**config.mk**
```make
export PLATFORM = sky130hd
export DESIGN_NAME = traffic_phase_controller
export DESIGN_NICKNAME = d
export VERILOG_FILES = /design/src/rtl/traffic_phase_controller.sv
export SDC_FILE = /design/constraint.sdc
export NUM_CORES = 1
export LEC_CHECK = 0
export ABC_CLOCK_PERIOD_IN_PS = 3600
export BUFFER_PORTS_ARGS = -buffer_cell sky130_fd_sc_hd__buf_2
export CAP_MARGIN = 20
export CORE_MARGIN = 4
export CORE_UTILIZATION = 60
export DETAILED_ROUTE_END_ITERATION = 10
export PLACE_DENSITY = 0.87
export SLEW_MARGIN = 20
export SYNTH_ARGS = -nofsm -noshare
export SYNTH_HDL_FRONTEND = slang
export SYNTH_SLANG_ARGS = --single-unit
```
**constraint.sdc**
```tcl
create_clock -name clk -period 3.6 [get_ports clk]
set_clock_uncertainty 0.15 [all_clocks]
set_input_delay 0.18 -clock clk [delete_from_list [all_inputs] [get_ports clk]]
set_output_delay 0.18 -clock clk [all_outputs]
set_load 0.01 [all_outputs]
```
**src/rtl/traffic_phase_controller.sv**
```systemverilog
// rtl/traffic_phase_controller.sv - two-approach traffic phase controller, pedestrian path under TRAFFIC_PED_EN
module traffic_phase_controller #(
    parameter int TICK_DIV    = 100000000,
    parameter int GREEN_TIME  = 10,
    parameter int YELLOW_TIME = 3,
    parameter int ALLRED_TIME = 1,
    parameter int MIN_GREEN   = 3,
    parameter int WALK_TIME   = 5,
    parameter int CNT_W       = 8
) (
    input  logic             clk,
    input  logic             reset_n,
    input  logic             manual_override,
    input  logic [1:0]       manual_phase,
    input  logic             ped_req,
    output logic             ns_r,
    output logic             ns_y,
    output logic             ns_g,
    output logic             ew_r,
    output logic             ew_y,
    output logic             ew_g,
    output logic [2:0]       phase,
    output logic [CNT_W-1:0] time_remaining,
    output logic             tick,
    output logic             ped_walk
);

    typedef enum logic [2:0] {
        NS_GREEN  = 3'd0,
        NS_YELLOW = 3'd1,
        ALLRED_A  = 3'd2,
        EW_GREEN  = 3'd3,
        EW_YELLOW = 3'd4,
        ALLRED_B  = 3'd5
    } state_t;

    localparam int               DIV_W    = (TICK_DIV > 1) ? $clog2(TICK_DIV) : 1;
    localparam logic [DIV_W-1:0] DIV_LAST = DIV_W'(TICK_DIV - 1);
    localparam logic [DIV_W-1:0] DIV_ONE  = DIV_W'(1);

    localparam logic [CNT_W-1:0] T_GREEN  = CNT_W'(GREEN_TIME);
    localparam logic [CNT_W-1:0] T_YELLOW = CNT_W'(YELLOW_TIME);
    localparam logic [CNT_W-1:0] T_ALLRED = CNT_W'(ALLRED_TIME);
    localparam logic [CNT_W-1:0] T_ONE    = CNT_W'(1);

    // Lamp vector order: {ns_r, ns_y, ns_g, ew_r, ew_y, ew_g}
    localparam logic [5:0] L_NS_GO   = 6'b001_100;
    localparam logic [5:0] L_NS_SLOW = 6'b010_100;
    localparam logic [5:0] L_ALL_RED = 6'b100_100;
    localparam logic [5:0] L_EW_GO   = 6'b100_001;
    localparam logic [5:0] L_EW_SLOW = 6'b100_010;

    logic [DIV_W-1:0] div_cnt;
    logic [DIV_W-1:0] div_cnt_n;
    state_t           state;
    state_t           state_n;
    logic [CNT_W-1:0] time_rem;
    logic [CNT_W-1:0] time_rem_n;
    logic [5:0]       lamps;
    logic [5:0]       lamps_n;
    logic             walk;
    logic             walk_n;
    logic             flash;
    logic             flash_n;
    logic             ovr_d;

`ifdef TRAFFIC_PED_EN
    localparam logic [CNT_W-1:0] T_MIN  = CNT_W'(MIN_GREEN);
    localparam logic [CNT_W-1:0] T_WALK = CNT_W'(WALK_TIME);

    logic ped_pending;
    logic ped_pending_n;
    logic ped_serve;
    logic ped_serve_n;
`else
    logic unused_ped;
    assign unused_ped = ped_req | (MIN_GREEN == 0) | (WALK_TIME == 0);
`endif

    function automatic state_t next_of(input state_t s);
        case (s)
            NS_GREEN:  next_of = NS_YELLOW;
            NS_YELLOW: next_of = ALLRED_A;
            ALLRED_A:  next_of = EW_GREEN;
            EW_GREEN:  next_of = EW_YELLOW;
            EW_YELLOW: next_of = ALLRED_B;
            default:   next_of = NS_GREEN;
        endcase
    endfunction

    function automatic logic [CNT_W-1:0] dur_of(input state_t s);
        case (s)
            NS_GREEN, EW_GREEN:   dur_of = T_GREEN;
            NS_YELLOW, EW_YELLOW: dur_of = T_YELLOW;
            default:              dur_of = T_ALLRED;
        endcase
    endfunction

    function automatic logic [5:0] lamps_of(input state_t s);
        case (s)
            NS_GREEN:  lamps_of = L_NS_GO;
            NS_YELLOW: lamps_of = L_NS_SLOW;
            EW_GREEN:  lamps_of = L_EW_GO;
            EW_YELLOW: lamps_of = L_EW_SLOW;
            default:   lamps_of = L_ALL_RED;
        endcase
    endfunction

    // Divider wraps at TICK_DIV-1; tick is registered so it is high while the count sits at the last value
    always_comb begin
        div_cnt_n = (div_cnt == DIV_LAST) ? '0 : div_cnt + DIV_ONE;
    end

    // Divider state and tick strobe
    always_ff @(posedge clk or negedge reset_n) begin
        if (!reset_n) begin
            div_cnt <= '0;
            tick    <= 1'b0;
        end else begin
            div_cnt <= div_cnt_n;
            tick    <= (div_cnt_n == DIV_LAST);
        end
    end

    // Next phase, countdown and lamps; override beats release, release beats the tick
    always_comb begin
        state_n    = state;
        time_rem_n = time_rem;
        lamps_n    = lamps;
        walk_n     = walk;
        flash_n    = flash;
`ifdef TRAFFIC_PED_EN
        ped_pending_n = ped_pending | ped_req;
        ped_serve_n   = ped_serve;
`endif
        if (manual_override) begin
            time_rem_n = '0;
            walk_n     = 1'b0;
            if (!ovr_d) begin
                flash_n = 1'b1;
            end else if (tick) begin
                flash_n = ~flash;
            end
            case (manual_phase)
                2'b00:   lamps_n = L_NS_GO;
                2'b01:   lamps_n = L_EW_GO;
                2'b10:   lamps_n = L_ALL_RED;
                default: lamps_n = {1'b0, flash_n, 1'b0, 1'b0, flash_n, 1'b0};
            endcase
        end else if (ovr_d) begin
            state_n    = ALLRED_B;
            time_rem_n = T_ALLRED;
            lamps_n    = L_ALL_RED;
            walk_n     = 1'b0;
        end else if (tick) begin
`ifdef TRAFFIC_PED_EN
            // A request seen during green earns a walk in the all-red that follows this green's yellow
            if ((state == NS_GREEN || state == EW_GREEN) && ped_pending) begin
                ped_serve_n = 1'b1;
            end
            if ((state == NS_GREEN || state == EW_GREEN) && ped_pending && (time_rem > T_MIN)) begin
                time_rem_n = T_MIN;
            end else
`endif
            if (time_rem > T_ONE) begin
                time_rem_n = time_rem - T_ONE;
            end else begin
                state_n    = next_of(state);
                time_rem_n = dur_of(state_n);
                lamps_n    = lamps_of(state_n);
                walk_n     = 1'b0;
`ifdef TRAFFIC_PED_EN
                if ((state == NS_YELLOW || state == EW_YELLOW) && ped_serve) begin
                    time_rem_n    = T_WALK;
                    walk_n        = 1'b1;
                    ped_serve_n   = 1'b0;
                    ped_pending_n = ped_req;
                end
`endif
            end
        end
    end

    // Phase register and all registered outputs
    always_ff @(posedge clk or negedge reset_n) begin
        if (!reset_n) begin
            state    <= ALLRED_B;
            time_rem <= T_ALLRED;
            lamps    <= L_ALL_RED;
            walk     <= 1'b0;
            flash    <= 1'b0;
            ovr_d    <= 1'b0;
        end else begin
            state    <= state_n;
            time_rem <= time_rem_n;
            lamps    <= lamps_n;
            walk     <= walk_n;
            flash    <= flash_n;
            ovr_d    <= manual_override;
        end
    end

`ifdef TRAFFIC_PED_EN
    // Pedestrian request latch and pending-walk flag
    always_ff @(posedge clk or negedge reset_n) begin
        if (!reset_n) begin
            ped_pending <= 1'b0;
            ped_serve   <= 1'b0;
        end else begin
            ped_pending <= ped_pending_n;
            ped_serve   <= ped_serve_n;
        end
    end
`endif

    assign {ns_r, ns_y, ns_g, ew_r, ew_y, ew_g} = lamps;
    assign phase          = state;
    assign time_remaining = time_rem;
    assign ped_walk       = walk;

endmodule

```
Word-level counts from Yosys, hierarchy flattened
Cells that the tools add are included.
Operators by class
  reduce and logical (&&, ||, !) cells: 9
  bitwise logic cells: 2
  muxes and demuxes: 26
  eq/ne operators: 13
  add/sub/neg operators: 2
  order comparisons: 1
Operator list (number)
  27-bit equality test (second input constant): 2
  8-bit 2-to-1 mux: 4
  27-bit by 1-bit adder with 27-bit output (second input constant): 1
  27-bit 2-to-1 mux: 1
  6-bit 2-to-1 mux: 4
  6-bit case mux with 4 select lines: 1
  3-bit 2-to-1 mux: 7
  6-bit case mux with 3 select lines: 1
  3-bit case mux with 5 select lines: 1
  3-bit by 2-bit equality test with 1-bit output (second input constant): 3
  8-bit by 1-bit > comparator with 1-bit output (second input constant): 1
  4-bit case mux with 2 select lines: 1
  8-bit by 1-bit subtractor with 8-bit output (second input constant): 1
  3-bit by 1-bit equality test with 1-bit output (second input constant): 2
  3-bit equality test (second input constant): 2
  3-bit logical NOT: 2
  1-bit 2-to-1 mux: 6
  2-bit OR reduction: 2
  3-bit inequality test (second input constant): 1
  3-bit AND reduction: 1
  3-bit nonzero test: 1
  2-bit by 1-bit equality test with 1-bit output (second input constant): 1
  2-bit equality test (second input constant): 1
  2-bit logical NOT: 1
  other kinds (4): 5
Word-level totals
  bits in registers: 48
  output and inout bits: 19
  word-level logic and storage cells: 61

Depth between registers and ports, before layout
  word-level depth: 13
  depth in mapped cells: 8

Worst setup path before layout
Ideal clock, no wire load.
  path kind: register to register
  start point: register div_cnt[0]
  end point: register tick
  library setup time: 0.096 ns
  stages on the path, launching flop included: 8
  arrival: 2.002 ns
  path slack: 1.352 ns
  clock period less this slack: 2.248 ns
  path through: dfrtp_1 > ha_1 > nand3_1 > nor4_4 > nand4_1 > xor2_1 > or3_1 > nor4_2
Between the ends
  longest elaborated chain between the ends: 3
RTL lines
  from (decl): line 53  | logic [DIV_W-1:0] div_cnt;
  from (signal assigned): line 120  | div_cnt <= div_cnt_n;
  27-bit by 1-bit adder with 27-bit output / 27-bit equality test (equally long branches): line 111  | div_cnt_n = (div_cnt == DIV_LAST) ? '0 : div_cnt + DIV_ONE;
  27-bit 2-to-1 mux (*): line 111
  27-bit equality test (*): line 121  | tick <= (div_cnt_n == DIV_LAST);
  to (signal assigned): line 121
  to (decl): line 24  | output logic tick,
Mark *: on every way between the ends. The rest lies on a longest branch, timed or not.
A chain may end at the register's enable or synchronous reset.

Worst setup path in the final report
Same ends and word-level chain as after synthesis.

==> reports/qor.csv <==
metric;value;unit
status;completed;
antenna_cells;0;
worst_slew_pin_slew;0.577;ns
finalSetupTns;0;ns
dr.pass1.iters;4;
drv_cap;0;
cts_buffers;5;
power_frac_seq;57.2;%
cts_tree;done;
cts_buffer_depth;2;
start_util;63.1;%
ys_async_sr_fraction;100;%
synth_area_per_cell;9.19;um2
routedWlPerCell;15.9;um
switching_share;24.4;%
post-place-ws;0.941;ns
combinationalPowerShare;7.5;%
netlist_instances;303;
fmax;369;MHz
num-fill-cells;377;
synthesis.area;0.00278;mm2
synth_seq_cells;47;
clk_pin_slew;0.09;ns
worstPathArrival;2.78;ns
grt_remaining_overflow;0;
die_x;76.1;um
insertion_delay;0.31;ns
grt_pass1_wl;10400;um
period_needed;2.71;ns
synth.distinct_cells;57;
place_hpwl;4290;um
r2r_cells;7;
fp-row-count;24;
areaGrowthSynthToFinish;8.54;%
worst_setup_path_start_kind;register;
holdCritPathClass;input pin to register;
core;0.00441;mm2
muxShareOfSynthArea;0.719;%
gp_congestion;0.903;
yosys.area_share.adder;3.15;%
synth_edf_count;0;
intPower;0.724;mW
cts-root-buf;clkbuf_8;
cts_resized;0;
critPathMaxFanout;9;
routed_via_density;6.13;
via_count;2288;
yosys_warnings;0;
grt_max_degree;48;
rsz0062_at_grt;no;
vdd_ir_drop_max;0.251;mV
p_leak;1.31;nW
net-switching-power;0.234;mW
p_clk_share;35.3;%
end_kind;register;
io_buffers;22;
slew_viol_final;0;
cts_sinks;47;
syn_nets;316;
synthXorXnorAreaFrac;7.24;%
rrSetupSlack;0.89;ns
critPathKind;register to register;
post-route-period-util;75.4;%
slew_headroom;61.2;%
antenna_found_initial;0;
drtIter0Drc;104;
die_area;0.00579;mm2
cts.htree.levels;2;
io_pins;25;
grt_pass1_vias;2230;
p_per_area;317;mW/mm2
drive_gt1_share;14.6;%
synth_simple_gate_area_share;30.2;%
postRouteAntennaNets;0;
crit_required;3.67;ns
synth_compound_area_share;12.8;%
fp.dieH;76.1;um
final_nets;333;
grt_util_all_layers;21.5;%
ys_seq_area_share;42.5;%
route.detailed.drc;0;
hold_viol_final;0;
whs_path_depth;3;
ys.flop_type;dfrtp_1;
final-setup-viol-count;0;
routed_wl;5910;um
finalWorstSetupSlack;0.887;ns
synth_top_family_by_area;simple AND/OR/NAND/NOR gates;
## state kept, by name, summed over array words and instances (netlist names)
name            cells
div_cnt            27
time_remaining      8
lamps               6
phase               3
flash               1
ovr_d               1
tick                1
## stage by stage
step | utilization [%] | area [um2] | power (mW) | hold WS (ns) | std cells
6_report | 68.5 | 3020 | 0.958 | 0.153 | 373
3_3_place_gp | 65.7 | 2900 | 0.626 | 0.264 | 363
5_1_grt | 68.5 | 3020 | 1.00 | 0.146 | 373
4_1_cts | 68.4 | 3020 | 0.967 | 0.144 | 373
3_5_place_dp | 65.7 | 2900 | 0.629 | 0.269 | 363
2_1_floorplan | - | 2780 | 0.599 | -0.266 | 303
## logic make-up after synthesis
kind of cell,Yosys count
fa+ha+maj,7
simple gates,143
xor+xnor,23
compound gates,58
buf+inv,22
other cells,1
flops,47
mux,2
## power groups by stage
stage                     clock (mW)  sequential [mW]  combinational [mW]
after floorplan                    0            0.561              0.0378
after global placement             0            0.558              0.0683
after detailed placement           0            0.559              0.0707
after CTS                      0.346            0.548              0.0728
after global routing           0.372            0.550              0.0815
final                          0.338            0.548              0.0716
## synthesized netlist by cell type, types with 7 or more instances
cell	count	area (um2)
clkbuf_1	8	30.0
a21oi_1	20	100
ha_1	7	87.6
nor3_1	13	65.1
xnor2_1	11	96.3
inv_1	7	26.3
nand4_1	10	62.6
xor2_1	12	105
nand2_1	18	67.6
or3_1	7	43.8
dfrtp_1	42	1050
o21ai_0	14	70.1
nand3_1	14	70.1
nor2_1	35	131
## cells in the final DEF (no fill, tap or decap), types with 11 or more instances in the layout
cell | synthesis | routed
dfrtp_1 | 42 | 42
nor2_1 | 35 | 35
buf_2 | 3 | 21
a21oi_1 | 20 | 20
nand2_1 | 18 | 18
nand3_1 | 14 | 14
o21ai_0 | 14 | 14
nor3_1 | 13 | 13
xor2_1 | 12 | 12
xnor2_1 | 11 | 11
## critical path: stages, from the launching register on
cell and delay, ns:
dfrtp_1 0.46, ha_1 0.25, nand3_1 0.31, nor4_4 0.53, nand4_1 0.19, xor2_1 0.19, or3_1 0.40, nor4_2 0.15
## area by class of cell
type	instances	area, um2	area share (%)
clock buffer	6	82.6	2.73
clock inverter	2	16.3	0.538
inverter	7	26.3	0.870
multi-input combinational	234	1510	49.9
sequential	47	1180	39.1
tap	52	65.1	2.15
timing repair buffer	25	140	4.64
## path summary, 6_finish.rpt
check | startpoint | end
setup / recovery | div_cnt[0]$_DFF_PN0_ | tick$_DFF_PN0_
min in group asynchronous | reset_n | lamps[3]$_DFFE_PN0P_
hold reg to reg | lamps[1]$_DFFE_PN0P_ | lamps[1]$_DFFE_PN0P_
max in group asynchronous | reset_n | div_cnt[24]$_DFF_PN0_
hold / removal | manual_phase[0] | lamps[0]$_DFFE_PN0P_
setup reg to reg | div_cnt[0]$_DFF_PN0_ | tick$_DFF_PN0_
## timing repair
action,CTS,global route
hold buffers,2,0
hold endpoints to repair,43,0
setup endpoints to repair,0,0
buffers inserted,0,0
## routing by layer
metal / up-vias / wire length (um) / global-route usage [%] / share of wire [%]
li1: 1117 / - / - / -
met1: 1111 / 2520 / 26.9 / 43
met2: 49 / 3040 / 36.3 / 51
met5: - / 0 / 0 / 0
met4: 0 / 102 / 7.87 / 1.7
met3: 11 / 251 / 4.85 / 4.2
Power figures use the tool's default switching activity.
